<file path="src/rtl/store_buffer_pkg.sv">
// Shared types for the store buffer: access size encoding and the queued entry format.
package store_buffer_pkg;

    typedef enum logic [1:0] {
        SZ_B   = 2'b00,
        SZ_H   = 2'b01,
        SZ_W   = 2'b10,
        SZ_RSV = 2'b11
    } mem_size_t;

    typedef struct packed {
        logic [29:0] waddr;
        logic [3:0]  be;
        logic [31:0] wdata;
    } sb_entry_t;

endpackage

</file>
<file path="src/rtl/store_buffer_sb_lane_steer.sv">
// Converts a byte address offset, access size and LSB-justified data into byte enables and
// replicated lane data for a word-wide memory.
module sb_lane_steer
    import store_buffer_pkg::*;
(
    input  logic [1:0]  addr_lo,
    input  mem_size_t   size,
    input  logic [31:0] data,
    output logic [3:0]  be,
    output logic [31:0] wdata
);

    always_comb begin
        be    = 4'b1111;
        wdata = data;
        case (size)
            SZ_B: begin
                be    = 4'b0001 << addr_lo;
                wdata = {4{data[7:0]}};
            end
            SZ_H: begin
                be    = addr_lo[1] ? 4'b1100 : 4'b0011;
                wdata = {2{data[15:0]}};
            end
            default: begin
                be    = 4'b1111;
                wdata = data;
            end
        endcase
    end

endmodule

</file>
<file path="src/rtl/store_buffer.sv">
// In-order posted-write queue with lane steering and a load hazard check.
// Define STORE_FWD_CHECK_EN for a per-entry address/byte-overlap hazard; otherwise any pending store stalls loads.
module store_buffer
    import store_buffer_pkg::*;
#(
    parameter int DEPTH = 4,
    parameter int AW    = 32
) (
    input  logic                       clk,
    input  logic                       reset,
    input  logic                       write,
    input  logic [AW-1:0]              write_address,
    input  logic [31:0]                DATA_out,
    input  logic [1:0]                 size,
    output logic                       full,
    input  logic                       read,
    input  logic [AW-1:0]              read_address,
    output logic                       ld_hazard,
    output logic                       mem_req,
    output logic [AW-1:0]              mem_addr,
    output logic [31:0]                mem_wdata,
    output logic [3:0]                 mem_be,
    input  logic                       mem_ack,
    output logic [$clog2(DEPTH):0]     count,
    output logic                       ovf_err
);

    localparam int PW = $clog2(DEPTH);
    localparam int CW = PW + 1;

    logic [PW-1:0] wr_ptr_q, wr_ptr_d, rd_ptr_q, rd_ptr_d;
    logic [CW-1:0] count_q, count_d;
    logic          full_q, full_d, ovf_q, ovf_d;
    sb_entry_t     ent_q [DEPTH];
    sb_entry_t     ent_d [DEPTH];
    sb_entry_t     head;
    logic [3:0]    st_be;
    logic [31:0]   st_wdata;
    logic          enq, deq;

    sb_lane_steer u_st_steer (
        .addr_lo (write_address[1:0]),
        .size    (mem_size_t'(size)),
        .data    (DATA_out),
        .be      (st_be),
        .wdata   (st_wdata)
    );

    always_comb begin
        // full is the registered flag, so a same-cycle dequeue never makes room for this write
        enq      = write && !full_q;
        deq      = (count_q != '0) && mem_ack;
        ent_d    = ent_q;
        if (enq) begin
            ent_d[wr_ptr_q] = '{waddr: 30'(write_address[AW-1:2]), be: st_be, wdata: st_wdata};
        end
        wr_ptr_d = wr_ptr_q + PW'(enq);
        rd_ptr_d = rd_ptr_q + PW'(deq);
        count_d  = count_q + CW'(enq) - CW'(deq);
        full_d   = (count_d == CW'(DEPTH));
        ovf_d    = ovf_q | (write & full_q);
    end

    always_ff @(posedge clk) begin
        if (reset) begin
            wr_ptr_q <= '0;
            rd_ptr_q <= '0;
            count_q  <= '0;
            full_q   <= 1'b0;
            ovf_q    <= 1'b0;
        end else begin
            wr_ptr_q <= wr_ptr_d;
            rd_ptr_q <= rd_ptr_d;
            count_q  <= count_d;
            full_q   <= full_d;
            ovf_q    <= ovf_d;
        end
    end

    always_ff @(posedge clk) begin
        ent_q <= ent_d;
    end

    // Outputs are zeroed while empty so stale drained entries never appear on the bus
    assign head      = ent_q[rd_ptr_q];
    assign mem_req   = (count_q != '0);
    assign mem_addr  = mem_req ? AW'({head.waddr, 2'b00}) : '0;
    assign mem_wdata = mem_req ? head.wdata : '0;
    assign mem_be    = mem_req ? head.be : '0;
    assign count     = count_q;
    assign full      = full_q;
    assign ovf_err   = ovf_q;

`ifdef STORE_FWD_CHECK_EN
    logic [3:0]    ld_be;
    logic [31:0]   ld_wdata_unused;
    logic [PW-1:0] off;

    sb_lane_steer u_ld_steer (
        .addr_lo (read_address[1:0]),
        .size    (mem_size_t'(size)),
        .data    (32'h0),
        .be      (ld_be),
        .wdata   (ld_wdata_unused)
    );

    always_comb begin
        ld_hazard = 1'b0;
        off       = '0;
        for (int i = 0; i < DEPTH; i++) begin
            off = PW'(i) - rd_ptr_q;
            if (read && (CW'(off) < count_q) &&
                (ent_q[i].waddr == 30'(read_address[AW-1:2])) &&
                ((ent_q[i].be & ld_be) != 4'b0000)) begin
                ld_hazard = 1'b1;
            end
        end
    end
`else
    logic ld_unused;
    assign ld_unused = ^read_address;
    assign ld_hazard = read && (count_q != '0);
`endif

endmodule

</file>
<file path="config.mk">
export PLATFORM = sky130hd
export DESIGN_NAME = store_buffer
export DESIGN_NICKNAME = d
export VERILOG_FILES = /design/src/rtl/store_buffer_pkg.sv /design/src/rtl/store_buffer_sb_lane_steer.sv /design/src/rtl/store_buffer.sv
export SDC_FILE = /design/constraint.sdc
export NUM_CORES = 1
export LEC_CHECK = 0
export CAP_MARGIN = 10
export CORE_MARGIN = 4
export CORE_UTILIZATION = 28
export DETAILED_ROUTE_END_ITERATION = 12
export GPL_ROUTABILITY_DRIVEN = 0
export GPL_TIMING_DRIVEN = 0
export PLACE_DENSITY_LB_ADDON = 0.25
export SLEW_MARGIN = 20
export SYNTH_ARGS = -nofsm -noshare
export SYNTH_HDL_FRONTEND = slang
export SYNTH_SLANG_ARGS = --single-unit
export TNS_END_PERCENT = 50
</file>
<file path="constraint.sdc">
create_clock -name clk -period 8.98 [get_ports clk]
set_input_delay 2.245 -clock clk [delete_from_list [all_inputs] [get_ports clk]]
set_output_delay 2.245 -clock clk [all_outputs]
set_load 0.01 [all_outputs]
</file>
==> results.md <==
- Area grow syn2layout: 30.45%
- Post-route DRC: 0
- Met3 routed WL: between 1000 and 1500 microns
- Hold buffers post-CTS: 0
- Layout cells sized above 1: 23.46%
- CTS buffer count: 29
- Final Util: a little under two fifths
- Port bufs: ~140
- Power density over cell area: between 200 and 300 nW/um^2
- Post-synthesis mux area share: between 10% and 20%
- Drt first pass iters: 4
- Crit path cell chain: clkdlybuf4s50_1, and2_1, clkdlybuf4s50_1
- Place WS: between 3 and 4 ns
- DP Area: between 10000 and 15000 sq um
- Clock Latency Late Sink: between 0.5 and 0.6 ns
- Adder-Cell Fraction of Synth Area: 0.4166%
- Initial antenna violation count: 0
- Min cycle time layout: ~5.6 ns
- Critical Path Source Type: primary input
- Final hold slack: ~0.47 ns
- DIE HEIGHT: about 200 microns
- Hold crit path type: flip-flop to flip-flop
- CTS tree: built
- Clk_skew: 0.01780 ns
- Leak pwr: between 0.004 and 0.005 uW
- Mapped Cells: roughly 520
- ANT cells: 0
- Clock sink total: about 270
- Final cycle utilization of the critical path: between 60 and 70%
- Initial Utilization: between 20 and 30%
- CP bufs+invs: 2
- Number of max-cap violations: 0
- Post-cts resize count: 0
- Total global-route track usage: around an eighth
- Biggest cell delay along the critical path: around 0.53 ns
- Clock Pin Slew Worst Setup and Hold Paths: approximately 0.06 ns
- First-pass GRT wire length: between 30000 and 40000 microns
- CTS max path bufs: 3
- Register area: just over 8000 sq um
- Final Instance Area: between 10000 and 15000 sq um
- Metal-1 WL: about 11000 microns
- VDD IR-drop max: between 0.15 and 0.2 mV
- Dominant synthesized flop cell: edfxtp_1
- Post-synth ARST share: 0%
- Area of the multi-input gates: 2537 sq um
- Crit. End Element: output port
- Post-DP HPWL: between 15000 and 20000 microns
- Hold Vio Cnt, Final: 0
- Outcome: finished clean
- Top Metal Used: met4
- Io pins: roughly 180
- Post-Syn Area: roughly 11000 sq um
- Die X: between 200 and 250 microns
- Vias in the first global route: roughly 6000
- RSZ-0062 raised after global routing: no
- Final setup violating endpoints: 0
- Area share of and/or/nand/nor cells after synthesis: 5.208%
- H-tree depth: 1
- Flops & latches, synth: 273
- Sequential fraction of the synthesis area: about three quarters
- Core ar.: ~38000 sq um
- EDFF count, synth: between 200 and 300
- DR vias: roughly 5500
- Final Routed Wirelength: approximately 25000 microns
- Nets@finish: 829
- Die area: 41820 sq um
- Post-CTS Setup Bufs: 0
- Xor/xnor share of the synthesized area: less than 1%
- Syn avg cell area: approximately 21 sq um
- # rows: 71
- Fmax achieved: about 180 MHz
- Crit path kind: primary input to output port
- Post-synthesis cell type count: 33
- Fill count: between 3000 and 4000
- Post-synth top cells: edfxtp_1, and2_1, mux4_2
- Max_slew headroom: between 40% and 50%
- Yosys top cell area share: between 70% and 80%
- Largest family of logic cells by synthesized area: multiplexers
- Largest net degree at the start of global routing: between 40 and 50
- Worst Slack Setup Final: between 3 and 4 ns
- DR iter-0 viols: roughly 240
- Slowest cell on the critical path: clkdlybuf4s50_1
- Most common cell on crit path: clkdlybuf4s50_1
- Max Slew Vio Count: 0
- Worst Path Required: slightly below 7 ns
- Root Buffer: clkbuf_16
- Least-Margin Pin Slew: around 0.8 ns
- WL met2: roughly 12000 microns
- Compound-Gate Fraction of Synth Area: less than 1%
- Total grt overflow: 0
- WP data arrival: ~3.3 ns
- CP top delay family: buffers and inverters
- Crit path max fanout: 1
- Top post-synthesis cells by area: edfxtp_1, mux4_2, and2_1
- Synth warnings: 0
- Dominant cell type by area after synthesis: edfxtp_1
- Count leader, synth: edfxtp_1
- Final antenna-violating net count: 0
- Wire per inst: roughly 20 microns
- Vias per std cell: between 4 and 5
==> stage by stage <==
step           power (uW)  setup TNS, ns  instances
5_1_grt              4413              0       1257
6_report             4175              0       1257
3_3_place_gp         3113        -788.69       1172
2_1_floorplan        2390              0        518
3_5_place_dp         3116              0       1203
4_1_cts              4277              0       1257
==> tightest hold or removal path, delay by kind of cell, from the launching register on <==
family / cells / cell delay (ns)
compound gates: 1 / 0.04
flops: 1 / 0.32
simple gates: 1 / 0.07
==> power breakdown <==
| part | total, uW | internal, uW | switching (uW) | leakage, uW |
|---|---|---|---|---|
| sequential | 1650 | 1600 | 45.0 | 0.00249 |
| clock | 1140 | 651 | 485 | 0.000438 |
| combinational | 1390 | 744 | 645 | 0.00162 |
==> cells in the final DEF, fill, tap and decap left out, types with 3 or more instances in the layout <==
cell             Yosys  final
and2_1              67     67
buf_6                1     10
edfxtp_1           264    264
mux2_2              18     18
o21ai_0              8      8
mux4_2              66     66
clkinvlp_4           0      3
clkbuf_16            0     29
nor2_1               7      7
inv_1                3      3
nand2_1              8      8
clkbuf_1            16     21
buf_2                9      9
clkinv_1             0      8
mux2i_1              8      8
buf_4                3     24
dfxtp_1              9      9
clkinv_2             0      5
nor2b_1              5      5
clkdlybuf4s50_1      0    143
==> cell type report <==
type                            instances  share of cell area (%)
Clock buffer                           34                   5.279
Multi-Input combinational cell        211                   17.99
Buffer                                 31                   1.269
Timing Repair Buffer                  174                   12.18
Inverter                                3                 0.07984
Tap cell                              511                   4.533
Sequential cell                       273                   57.49
Clock inverter                         20                   1.180
==> registers in the layout, indices dropped and copies added (netlist names) <==
| signal | cells |
|---|---|
| rd_ptr_q | 2 |
| ovf_err | 1 |
| count | 3 |
| full | 1 |
| wr_ptr_q | 2 |
| ent_q | 264 |
==> cells by family (layout without fill, tap and decap cells) <==
kind of cell,count (synthesis),count (layout)
AOI/OAI and AO/OA,15,15
xor gates and xnor gates,3,3
adders and majority gates,3,3
buffers and inverters,34,262
DFF,273,273
muxes,92,92
other,1,2
and+or+nand+nor,96,96
==> worst paths after layout <==
path	cells after the start	endpoint	startpoint	slack [ns]
worst max-delay path	3	ld_hazard	read	3.40
worst min-delay path	2	ovf_err	ovf_err	0.47
worst max register to register	7	full	count[1]	6.59
worst min register to register	2	ovf_err	ovf_err	0.47
==> per-layer routing <==
layer | vias to the layer above | track usage [%]
li1 | 2485 | -
met1 | 2797 | 15.75
met2 | 133 | 20.36
met3 | 35 | 2.944
met4 | 0 | 2.608
met5 | - | 0
Note: power is estimated with default switching activity, not from simulation.
